File: src/rtl/weight_pkg.sv
// Shared definitions for the weight loader: bus widths, the loader state
// encoding and a small helper for sizing index counters.
package weight_pkg;

   localparam int ADDR_W = 13;
   localparam int DATA_W = 16;

   typedef enum logic [1:0] {
      IDLE  = 2'd0,
      FILL  = 2'd1,
      WRITE = 2'd2,
      DONE  = 2'd3
   } loader_state_t;

   // Width of an index that must address 'entries' slots (at least one bit).
   function automatic int idx_width(input int entries);
      return (entries > 1) ? $clog2(entries) : 1;
   endfunction

endpackage

File: src/rtl/tile_buffer.sv
// N x N weight tile storage. Words arrive in row-major order through the
// write port. The read port is addressed in column-major order, so reading
// k = 0,1,2,... walks the tile transposed. A same-cycle write to the slot
// being read is forwarded so the read never sees stale data.
module tile_buffer
   import weight_pkg::*;
#(
   parameter int N     = 2,
   parameter int IDX_W = idx_width(N * N)
)
(
   input  logic              clk,
   input  logic              wr_en,
   input  logic [IDX_W-1:0]  wr_idx,
   input  logic [DATA_W-1:0] wr_data,
   input  logic [IDX_W-1:0]  rd_idx,
   output logic [DATA_W-1:0] rd_data
);

   localparam int ENTRIES = N * N;

   logic [DATA_W-1:0] tile [ENTRIES];
   logic [IDX_W-1:0]  rd_flat;

   // Row-major store: word i is row i/N, column i%N, which is flat slot i.
   always_ff @(posedge clk) begin
      if (wr_en) begin
         tile[wr_idx] <= wr_data;
      end
   end

   // Column-major fetch: read index k selects row k%N, column k/N.
   always_comb begin
      rd_flat = IDX_W'((int'(rd_idx) % N) * N + int'(rd_idx) / N);
      rd_data = tile[rd_flat];
      if (wr_en && (wr_idx == rd_flat)) begin
         rd_data = wr_data;
      end
   end

endmodule

File: src/rtl/weight_loader.sv
// Weight loader: collects an N x N tile of weights from a valid/ready stream
// and writes it transposed into weight memory starting at base_addr.
// Optional feature macro: WEIGHT_LOADER_BOUNDS_EN enables a start-time bounds
// check against MEM_DEPTH; a failing tile raises the sticky err flag and
// skips straight to DONE without any memory writes.
module weight_loader
   import weight_pkg::*;
#(
   parameter int N         = 2,
   parameter int MEM_DEPTH = 256
)
(
   input  logic              clk,
   input  logic              rst_n,
   input  logic              start,
   input  logic [ADDR_W-1:0] base_addr,
   input  logic              in_valid,
   input  logic [DATA_W-1:0] in_data,
   output logic              in_ready,
   output logic              mem_we,
   output logic [ADDR_W-1:0] mem_addr,
   output logic [DATA_W-1:0] mem_wdata,
   output logic              busy,
   output logic              done,
   output logic              err
);

   localparam int ENTRIES = N * N;
   localparam int CNT_W   = idx_width(ENTRIES);
   localparam logic [CNT_W-1:0] LAST = CNT_W'(ENTRIES - 1);
   localparam logic [31:0] DEPTH_MAX = 32'(MEM_DEPTH - 1);

`ifdef WEIGHT_LOADER_BOUNDS_EN
   localparam bit BOUNDS_EN = 1'b1;
`else
   localparam bit BOUNDS_EN = 1'b0;
`endif

   loader_state_t     state;
   loader_state_t     next_state;
   logic [CNT_W-1:0]  cnt;
   logic [CNT_W-1:0]  cnt_d;
   logic [ADDR_W-1:0] base_q;
   logic [ADDR_W-1:0] base_d;
   logic              err_d;
   logic              accept;
   logic [31:0]       last_addr;
   logic              bounds_fail;
   logic              in_ready_d;
   logic              mem_we_d;
   logic [ADDR_W-1:0] mem_addr_d;
   logic [DATA_W-1:0] mem_wdata_d;
   logic              busy_d;
   logic              done_d;
   logic [DATA_W-1:0] rd_data;

   // Last address the tile would touch, computed without wrap so that a
   // tile running past the top of memory is caught by the bounds check.
   assign last_addr   = {{(32 - ADDR_W){1'b0}}, base_addr} + 32'(ENTRIES - 1);
   assign bounds_fail = BOUNDS_EN && (last_addr > DEPTH_MAX);

   // A word is taken only when the loader advertises ready and data is valid.
   assign accept = in_ready && in_valid;

   // The shared counter indexes incoming words during FILL and writes
   // during WRITE; the buffer is read at the index of the upcoming write.
   tile_buffer #(
      .N     (N),
      .IDX_W (CNT_W)
   ) u_tile_buffer (
      .clk     (clk),
      .wr_en   (accept),
      .wr_idx  (cnt),
      .wr_data (in_data),
      .rd_idx  (cnt_d),
      .rd_data (rd_data)
   );

   // State, counter, latched base and all outputs are registered here so
   // that reset clears every output immediately and no input reaches an
   // output combinationally.
   always_ff @(posedge clk or negedge rst_n) begin
      if (!rst_n) begin
         state     <= IDLE;
         cnt       <= '0;
         base_q    <= '0;
         err       <= 1'b0;
         in_ready  <= 1'b0;
         mem_we    <= 1'b0;
         mem_addr  <= '0;
         mem_wdata <= '0;
         busy      <= 1'b0;
         done      <= 1'b0;
      end else begin
         state     <= next_state;
         cnt       <= cnt_d;
         base_q    <= base_d;
         err       <= err_d;
         in_ready  <= in_ready_d;
         mem_we    <= mem_we_d;
         mem_addr  <= mem_addr_d;
         mem_wdata <= mem_wdata_d;
         busy      <= busy_d;
         done      <= done_d;
      end
   end

   // Next-state logic: start is honoured only in IDLE, FILL advances on
   // each accepted word, WRITE advances every cycle, DONE lasts one cycle.
   always_comb begin
      next_state = state;
      cnt_d      = cnt;
      base_d     = base_q;
      err_d      = err;
      case (state)
         IDLE: begin
            if (start) begin
               base_d     = base_addr;
               cnt_d      = '0;
               err_d      = bounds_fail;
               next_state = bounds_fail ? DONE : FILL;
            end
         end
         FILL: begin
            if (accept) begin
               if (cnt == LAST) begin
                  cnt_d      = '0;
                  next_state = WRITE;
               end else begin
                  cnt_d = cnt + 1'b1;
               end
            end
         end
         WRITE: begin
            if (cnt == LAST) begin
               cnt_d      = '0;
               next_state = DONE;
            end else begin
               cnt_d = cnt + 1'b1;
            end
         end
         DONE: begin
            next_state = IDLE;
         end
         default: begin
            next_state = IDLE;
         end
      endcase
   end

   // Output values for the coming cycle, decoded from the next state; the
   // memory bus is held at zero whenever no write is being issued.
   always_comb begin
      in_ready_d  = (next_state == FILL);
      mem_we_d    = (next_state == WRITE);
      busy_d      = (next_state != IDLE);
      done_d      = (next_state == DONE);
      mem_addr_d  = '0;
      mem_wdata_d = '0;
      if (mem_we_d) begin
         mem_addr_d  = base_d + ADDR_W'(cnt_d);
         mem_wdata_d = rd_data;
      end
   end

endmodule

File: config.mk
export PLATFORM = sky130hd
export DESIGN_NAME = weight_loader
export DESIGN_NICKNAME = d
export VERILOG_FILES = /design/src/rtl/weight_pkg.sv /design/src/rtl/tile_buffer.sv /design/src/rtl/weight_loader.sv
export SDC_FILE = /design/constraint.sdc
export NUM_CORES = 1
export LEC_CHECK = 0
export BUFFER_PORTS_ARGS = -buffer_cell sky130_fd_sc_hd__buf_4
export CAP_MARGIN = 15
export CELL_PAD_IN_SITES_DETAIL_PLACEMENT = 0
export CELL_PAD_IN_SITES_GLOBAL_PLACEMENT = 1
export CORE_UTILIZATION = 52
export CTS_CLUSTER_DIAMETER = 50
export DETAILED_ROUTE_END_ITERATION = 16
export PLACE_DENSITY_LB_ADDON = 0.1
export SYNTH_ARGS = -nofsm -noshare
export SYNTH_HDL_FRONTEND = slang
export SYNTH_HIERARCHICAL = 1
export SYNTH_SLANG_ARGS = --single-unit
File: constraint.sdc
create_clock -name clk -period 5.25 [get_ports clk]
set_input_delay 0.525 -clock clk [delete_from_list [all_inputs] [get_ports clk]]
set_output_delay 0.525 -clock clk [all_outputs]
set_load 0.02 [all_outputs]
# After elaboration in Yosys (flattened, before gate mapping)

Memory sizes are Yosys's and may differ from the RTL's.
Index checks and enable logic that the tools add are counted.

Add/sub/neg operators: 3
Equal/unequal tests: 8
Mux-type cells: 16
Reductions and logical operators: 4

Operators with widths:

| cell                                           | number |
|---|---|
| two-way mux 13 bit                             | 3 |
| two-way mux 16 bit                             | 2 |
| two-way mux 2 bit                              | 7 |
| adder 13 x 2 -> 13 bit                         | 1 |
| == test 2 bit (second input constant)          | 5 |
| one-hot mux 2 bit (4 select lines)             | 1 |
| one-hot mux 2 bit (3 select lines)             | 1 |
| == test 2 x 1 -> 1 bit (second input constant) | 2 |
| adder 2 x 1 -> 2 bit                           | 1 |
| adder 2 x 1 -> 2 bit (second input constant)   | 1 |
| == test 2 bit                                  | 1 |
| logical AND 1 bit                              | 2 |
| logical NOT 2 bit                              | 1 |
| two-way mux 1 bit                              | 2 |
| nonzero test 2 bit                             | 1 |

Flip-flop bits (word level): 50
Bits in writable memories: 64
Bits of input ports: 33
Output and inout port bits: 34
Logic and storage cells: 41
Memories: 1

Memory list:

| name               | words | bits a word | read ports | clocked after memory_dff | wr ports | line              | RTL |
|---|---|---|---|---|---|---|---|
| u_tile_buffer.tile | 4     | 16          | 1          | 0                        | 1        | tile_buffer.sv:22 | `logic [DATA_W-1:0] tile [ENTRIES];` |

# Logic depth before layout (Yosys ltp)

Gate-level depths: netlist of run 1.

Word-level depth: 9
Gate-level depth with buffers: 11
Depth with buffers taken out: 10

# By module

The synthesis of run 1 kept the hierarchy.

Modules (own cells, without submodules):

| module        | times used | cells an instance | area an instance (µm²) | sequential area each (µm²) |
|---|---|---|---|---|
| tile_buffer   | 1          | 109               | 2632.5                 | 1921.8 |
| weight_loader | 1          | 193               | 2297.2                 | 1251.2 |

# Worst setup path before layout of run 1

Ideal clock, no wire load.

Kind: input to register
Start point: in start
End point: reg mem_addr[8]
Library setup time: 0.129 ns
Data arrival time: 2.473 ns
Data required time: 5.121 ns
Slack: 2.648 ns
Cell stages on the path: 9
Buffers on the path: 2
Cell sequence: nor3b_4 > buf_6 > buf_2 > mux2_2 > ha_1 > ha_1 > nor3_1 > o31ai_1 > nor3b_1

Longest elaborated chain between the ends: 4
Elaborated cells between the ends (all ways): 9
Classes of those cells: 1 x add/sub; 1 x eq/ne; 7 x mux

Ends and longest elaborated chain:

| element                | line                 | RTL |
|---|---|---|
| start: declaration     | weight_loader.sv:15  | `input logic start,` |
| two-way mux 13 bit     | weight_loader.sv:117 | `if (start) begin` |
| two-way mux 13 bit     | weight_loader.sv:115 | `case (state)` |
| via base_d[0]          | weight_loader.sv:44  | `logic [ADDR_W-1:0] base_d;` |
| adder 13 x 2 -> 13 bit | weight_loader.sv:161 | `mem_addr_d = base_d + ADDR_W'(cnt_d);` |
| two-way mux 13 bit     | weight_loader.sv:160 | `if (mem_we_d) begin` |
| via mem_addr_d[8]      | weight_loader.sv:51  | `logic [ADDR_W-1:0] mem_addr_d;` |
| end signal: assignment | weight_loader.sv:101 | `mem_addr <= mem_addr_d;` |
| end: declaration       | weight_loader.sv:21  | `output logic [ADDR_W-1:0] mem_addr,` |

The timed path passes the listed nets, and every way through them passes these cells.

# Worst setup path after layout of run 1

Start point: reg cnt[0]
End point: reg mem_wdata[9]

Longest elaborated chain between the ends: 9
Elaborated cells between the ends (all ways): 17
Classes of those cells: 2 x add/sub; 3 x eq/ne; 10 x mux; 1 x reduce/logical; 1 x memory

Ends and longest elaborated chain:

| element                                                                          | line                                       | RTL |
|---|---|---|
| start: declaration                                                               | weight_loader.sv:41                        | `logic [CNT_W-1:0] cnt;` |
| start signal: assignment                                                         | weight_loader.sv:96                        | `cnt <= cnt_d;` |
| adder 2 x 1 -> 2 bit or == test 2 bit (tied branches)                            | n/a                                        |  |
| two-way mux 2 bit                                                                | weight_loader.sv:126, weight_loader.sv:135 |  |
| two-way mux 2 bit                                                                | weight_loader.sv:125                       | `if (accept) begin` |
| one-hot mux 2 bit (3 select lines) *                                             | weight_loader.sv:115                       |  |
| via cnt_d[0]                                                                     | weight_loader.sv:42                        | `logic [CNT_W-1:0] cnt_d;` |
| adder 2 x 1 -> 2 bit *                                                           | tile_buffer.sv:34                          | `rd_flat = IDX_W'((int'(rd_idx) % N) * N + int'(rd_idx) / N);` |
| parallel branches: the longest is 2 deep, another holds memory read (4 x 16 bit) | n/a                                        |  |
| two-way mux 16 bit *                                                             | tile_buffer.sv:36                          | `if (wr_en && (wr_idx == rd_flat)) begin` |
| via rd_data[9]                                                                   | weight_loader.sv:55                        | `logic [DATA_W-1:0] rd_data;` |
| two-way mux 16 bit *                                                             | weight_loader.sv:160                       |  |
| via mem_wdata_d[9]                                                               | weight_loader.sv:52                        | `logic [DATA_W-1:0] mem_wdata_d;` |
| end signal: assignment                                                           | weight_loader.sv:102                       | `mem_wdata <= mem_wdata_d;` |
| end: declaration                                                                 | weight_loader.sv:22                        | `output logic [DATA_W-1:0] mem_wdata,` |

Mark *: on every way through the listed nets, which the timed path passes.

==> results of run 1 <==
[cells in the mapped netlist, drive strengths merged (2+ instances only)]
library cell and instances:
or3 2, a21oi 7, inv 7, and2 19, mux2i 14, o211a 2
nor3 5, mux2 23, nand4 2, a211oi 4, or2b 4, edfxtp 64
buf 10, dfrtp 50, and2b 2, nor3b 3, a21o 2, o31ai 2
xnor2 3, nand2b 3, o21a 2, nor2 3, clkbuf 2, mux4 16
nand2 18, nand3 8, ha 3, o21ai 4
[layer usage]
metal,global-route usage,up-vias,wire length (um)
li1,-,1306,-
met4,0.07579,0,99
met5,0,-,0
met2,0.3275,74,4556
met1,0.2679,1385,3897
met3,0.04919,12,405
[report_power, final]
part           switching, mW  internal (mW)  total [mW]  leakage [nW]
Combinational          0.565          0.572        1.14         0.992
Sequential            0.0820           1.13        1.21          1.24
Clock                  0.398          0.723        1.12         0.276
[final cells by class]
type	instances	area [um2]	area share
sequential	114	3173	0.5223
tap	111	138.9	0.02286
multi-input combinational	168	1627	0.2678
timing repair buffer	69	518.0	0.08527
inverter	8	35.03	0.005767
clock buffer	19	421.7	0.06941
clock inverter	13	161.4	0.02657
[worst max-delay path: cells and delay by family (launching register included)]
family | cells | cell delay, ns
adders and majority gates | 1 | 0.32
and+or+nand+nor | 3 | 0.71
DFF | 1 | 0.53
AOI/OAI and AO/OA | 3 | 0.76
xor gates and xnor gates | 1 | 0.26
muxes | 1 | 0.46
[sequential cells by signal (all words and copies together) (netlist names)]
name,count
mem_addr,13
mem_wdata,16
busy,1
base_q,13
u_tile_buffer/tile,64
mem_we,1
in_ready,1
done,1
state,2
cnt,2
[final timing paths]
check                                                  to        start  depth (start not counted)  slack [ns]
max in group asynchronous                    mem_wdata[6]        rst_n                          1        4.72
worst min-delay path                             state[1]        rst_n                          1        0.05
min in group clk                u_tile_buffer/tile[2][12]  in_data[12]                          1        0.23
worst min register to register                  base_q[0]    base_q[0]                          1        0.52
worst max register to register               mem_wdata[9]       cnt[0]                          9        2.07
worst max-delay path                         mem_wdata[9]       cnt[0]                          9        2.07
[kinds of logic after synthesis]
group	Yosys count	share of synthesized area
and+or+nand+nor	75	0.08909
buffers and inverters	20	0.02741
DFF	114	0.6437
other	1	0.0007607
adders and majority gates	3	0.007615
AOI/OAI and AO/OA	33	0.05914
muxes	53	0.1670
xor gates and xnor gates	3	0.005331
==> impl_metrics.yaml, run 1 <==
logic_synthesis:
  synth_edf_count: 64
  syn-instance-count: 302
  yosysWarnings: 6
  ys_ff_latch: 114
  yosysUniqueCellTypes: 59
  synth_top_area_share: 0.3898
  synth_largest_area_cell: "edfxtp_1"
  synthArstFlopShare: 0.4386
  yosys-top-cells-area: "edfxtp_1, dfrtp_1, mux4_2, mux4_1, mux2_4"
  ys.flop_type: "edfxtp_1"
  syn-num-nets: 338
  synth_area_per_cell_um2: 16.32
  mappedNetlistArea_um2: 4930
  synth_seq_area_share: 0.6437
sta:
  setup_viol: 0
  finalSetupTns_ns: 0
  tightest_slew_ns: 1.014
  min_period_over_period: 0.6061
  rsz0062_at_grt: "false"
  fmax_ghz: 0.3143
  finalHoldViolations: 0
  finalCriticalPeriod_ns: 3.182
  whs_ns: 0.05184
  layout_setup_ws_ns: 2.068
  fin_skew_ns: 0.009679
  drv_slew: 0
  relSlewSlack: 0.3232
place:
  dpl_cell_area_um2: 5492
  dp_hpwl_mm: 5.607
  port-buffer-count: 65
  place_congestion: 0.7622
  pre_cts_ws_ns: 2.058
  place_inst: 470
finish:
  nFillCells: 661
  drive_gt1_frac: 0.3785
  fin_cells: 502
  diodes: 0
  postLayoutCellArea_um2: 6075
  fin_util: 0.6605
  mostFrequentLayoutCell: "buf_4"
  syn2layout_area_growth_pct: 23.22
  nNetsFinal: 414
  final_cell_mix: "buf_4, edfxtp_1, dfrtp_1"
cts:
  cts_buffers: 17
  cts_setup_buffers: 0
  htreeDepth: 4
  cts_buffer_depth: 2
  cts_resized: 0
  cts_root_buf: "clkbuf_8"
  hold_buffers: 0
  cts_sinks: 114
  clk_pin_slew_ns: 0.05
  clk_latency_ns: 0.50
  cts_tree: "built"
routing:
  viasPerCell: 5.532
  route.detailed.drc: 0
  route.vias.total: 2777
  wl_per_cell_um: 17.84
  routed_wl_mm: 8.958
  initialDrtViolationCount: 128
  dr.pass1.iters: 5
  ant_nets: 0
min_path:
  hold_class: "in2async"
die:
  die_y_um: 99.37
  initial_core_util: 0.5361
  ios: 67
  rows: 35
  coreArea_um2: 9196
  die_x_um: 99.37
  dieArea_um2: 9873
status:
  outcome: "finished, final reports clean"
global_routing:
  grt-ovfl-total: 0
  first_global_vias: 2754
  grt_pass1_wl_mm: 14.61
  antenna_found_initial: 0
  grt_use_total: 0.2023
  grt_start_max_net_pins: 51
pwr:
  ir_drop_uv: 267.5
  power_mw: 3.467
  leakage_nw: 2.508
  powerDensity_nw_per_um2: 570.8
job:
  maxCapViolCount: 0
setup_path:
  slowest_delay_ns: 0.53
  start_kind: "flip-flop"
  crit_chain: "ha_1 > nor3_1 > a221oi_1 > a21oi_1 > a31o_2 > xnor2_1 > nand3_2 > mux2_4 > and2_1"
  end_kind: "flip-flop"
  cp_slowest_cell: "dfrtp_1"
  cp.arrival_ns: 3.56
  path_class: "reg2reg"
  required_ns: 5.63
  crit_fanout: 19
Note: power is estimated with default switching activity, not from simulation.
==> inputs of run 2 (changes only) <==
--- a/config.mk
+++ b/config.mk
@@ -5,11 +5,12 @@
 export SDC_FILE = /design/constraint.sdc
 export NUM_CORES = 1
 export LEC_CHECK = 0
+export ABC_AREA = 1
 export BUFFER_PORTS_ARGS = -buffer_cell sky130_fd_sc_hd__buf_4
 export CAP_MARGIN = 15
 export CELL_PAD_IN_SITES_DETAIL_PLACEMENT = 0
 export CELL_PAD_IN_SITES_GLOBAL_PLACEMENT = 1
-export CORE_UTILIZATION = 52
+export CORE_UTILIZATION = 40
 export CTS_CLUSTER_DIAMETER = 50
 export DETAILED_ROUTE_END_ITERATION = 16
 export PLACE_DENSITY_LB_ADDON = 0.1
==> constraint.sdc (replaced) <==
create_clock -name clk -period 2.85 [get_ports clk]
set_input_delay 0.285 -clock clk [delete_from_list [all_inputs] [get_ports clk]]
set_output_delay 0.285 -clock clk [all_outputs]
set_load 0.02 [all_outputs]
==> run 2 against run 1 <==
Net effect:
- area after synthesis up 5.5%
- first-iteration DRC count up 18%
- hold slack better by 0.031 ns
- wire length up 31%
- final cell count up 62%
- combinational power up 140%
- critical endpoint is now mem_addr[10]
- largest power group is now combinational logic
==> impl_metrics.yaml, run 2 <==
setup_path:
  required_ns: 3.15
  cp.arrival_ns: 2.65
  end_kind: "flip-flop"
  r2r-end: "mem_addr[10]"
  ff2ff_setup_slack_ns: 0.50
  slowest_delay_ns: 0.48
  cp_common_cell: "ha_1"
  r2r-start: "cnt[0]"
  crit_fanout: 7
  start_kind: "flip-flop"
  cp_slowest_cell: "dfrtp_1"
  crit_chain: "ha_1 > inv_1 > nand2_1 > o21ai_1 > ha_1 > ha_1 > inv_1 > nand2_2 > nand2_2 > nor2_4 > nand2_1 > o21ai_1 > nor2_1"
  path_class: "reg2reg"
  r2r_cells: 13
min_path:
  hold_class: "in2reg"
  min-delay-start: "in_data[1]"
  hold_path_end: "u_tile_buffer/tile[1][1]"
  whs_path_depth: 1
routing:
  ant_nets: 0
  wl_per_cell_um: 14.38
  dr.pass1.iters: 4
  routed_wl_mm: 11.69
  initialDrtViolationCount: 151
  route.vias.total: 3705
  viasPerCell: 4.557
  route.detailed.drc: 0
cts:
  cts_buffer_depth: 2
  clk_latency_ns: 0.41
  cts_buffers: 17
  cts_sinks: 114
  htreeDepth: 4
  cts_root_buf: "clkbuf_16"
  hold_buffers: 1
  cts_tree: "built"
  cts_resized: 0
  clk_pin_slew_ns: 0.05
  cts_setup_buffers: 0
finish:
  drive_gt1_frac: 0.2262
  layout.area.seq_um2: 3173
  regMostFlops: "u_tile_buffer/tile"
  syn2layout_area_growth_pct: 23.31
  mostFrequentLayoutCell: "nand2_1"
  nFillCells: 1163
  multi_input_area_um2: 1480
  largest_reg_flops: 64
  largestRegisters: "u_tile_buffer/tile x64, mem_wdata x16"
  diodes: 0
  nNetsFinal: 664
  final_cell_mix: "nand2_1, inv_1, buf_4"
die:
  rows: 41
  die_x_um: 116.0
  die_y_um: 116.0
  dieArea_um2: 13460
  initial_core_util: 0.4105
  ios: 67
  coreArea_um2: 12670
global_routing:
  antenna_found_initial: 0
  first_global_vias: 3622
  grt_use_total: 0.1930
  grt_start_max_net_pins: 51
  grt_pass1_wl_mm: 18.53
  grt-ovfl-total: 0
logic_synthesis:
  syn-num-nets: 587
  ys_ff_latch: 114
  yosysMostFrequentCell: "nand2_1"
  synth_seq_area_share: 0.6101
  synth.top_cells.by_count: "nand2_1, inv_1, edfxtp_1, nand3_1, dfrtp_1"
  ys.flop_type: "edfxtp_1"
  synth_top_area_share: 0.3695
  yosysUniqueCellTypes: 34
  synth_area_per_cell_um2: 9.440
  yosysWarnings: 6
  synth_largest_area_cell: "edfxtp_1"
  synthArstFlopShare: 0.4386
  syn-instance-count: 551
  mappedNetlistArea_um2: 5201
  yosys-top-cells-area: "edfxtp_1, dfrtp_1, nand2_1, inv_1, nand3_1"
  synth_edf_count: 64
pwr:
  leakage_nw: 3.245
  ir_drop_uv: 416.5
  powerDensity_nw_per_um2: 1051
place:
  port-buffer-count: 65
  place_congestion: 0.8160
  dp_hpwl_mm: 7.511
sta:
  finalSetupTns_ns: 0
  finalHoldViolations: 0
  min_period_over_period: 0.8241
  rsz0062_at_grt: "false"
  whs_ns: 0.08329
  finalCriticalPeriod_ns: 2.349
  relSlewSlack: 0.5346
  fin_skew_ns: 0.005591
  tightest_slew_ns: 0.6981
  setup_viol: 0
  fmax_ghz: 0.4258
  drv_slew: 0
job:
  maxCapViolCount: 0
status:
  outcome: "finished, final reports clean"
==> run 2: cell count changes in the layout (fill, tap and decap cells not counted), moves of 7 or more <==
cell,delta
mux2_4,-10
nand3_1,+49
nand2_1,+130
nor2_1,+34
mux2_2,-12
and2_1,-19
inv_1,+103
o21ai_2,+7
nand2_2,+10
mux4_2,-10
mux2i_1,-13
==> run 2: worst max-delay path by stage <==
stage,startpoint,to,slack (ns),cells after the start
global route,cnt[0],mem_addr[10],0.25,13
floorplan,in_ready,u_tile_buffer/tile[2][0],0.60,4
CTS,cnt[0],mem_addr[10],0.45,13
finish,cnt[0],mem_addr[10],0.50,13
global placement,cnt[0],mem_addr[10],0.54,13
detailed placement,cnt[0],mem_addr[10],0.45,13
==> run 2: final cells by class <==
class,instances,area share
Inverter,116,0.06828
Clock inverter,8,0.009754
Timing Repair Buffer,76,0.08935
Tap cell,172,0.03355
Multi-Input combinational cell,303,0.2308
Sequential cell,114,0.4947
Clock buffer,24,0.07355
==> run 2: kinds of logic after synthesis <==
group / after synthesis / synth area share
compound gates: 24 / 0.03176
flops: 114 / 0.6101
fa+ha+maj: 3 / 0.007218
buf+inv: 134 / 0.1073
mux: 1 / 0.002165
other cells: 1 / 0.0007210
xor+xnor: 2 / 0.003368
simple gates: 272 / 0.2374
==> run 2: stage by stage <==
step	utilization	total power [mW]	setup slack (ns)	cell area, um2	instances
CTS	0.5062	6.816	0.4461	6414	813
floorplan	-	4.210	0.6015	5201	551
finish	0.5062	6.738	0.5013	6414	813
detailed placement	0.4632	4.878	0.4464	5869	780
global route	0.5062	7.239	0.2541	6414	813
global placement	0.4632	4.860	0.5373	5869	780
==> run 2: where the power goes <==
group | internal (mW) | total (mW) | switching, mW
Combinational | 0.845 | 2.69 | 1.85
Clock | 1.23 | 1.90 | 0.679
Sequential | 2.04 | 2.14 | 0.0968
Total | 4.11 | 6.74 | 2.63
==> run 2: per-layer routing <==
metal / up-vias / track usage / routed length [um]
li1: 1854 / - / -
met1: 1741 / 0.2502 / 5477
met2: 86 / 0.2976 / 5487
met3: 24 / 0.05021 / 475
met4: 0 / 0.1017 / 252
met5: - / 0 / 0
==> run 2: worst max-delay path, delay by kind of cell, from the launching register on <==
kind                     cells  cell delay (ns)
flip-flops                   1             0.48
buffers and inverters        2             0.14
adder cells (fa/ha/maj)      3             0.66
AND/OR/NAND/NOR              6             0.53
AO/OA/AOI/OAI                2             0.43
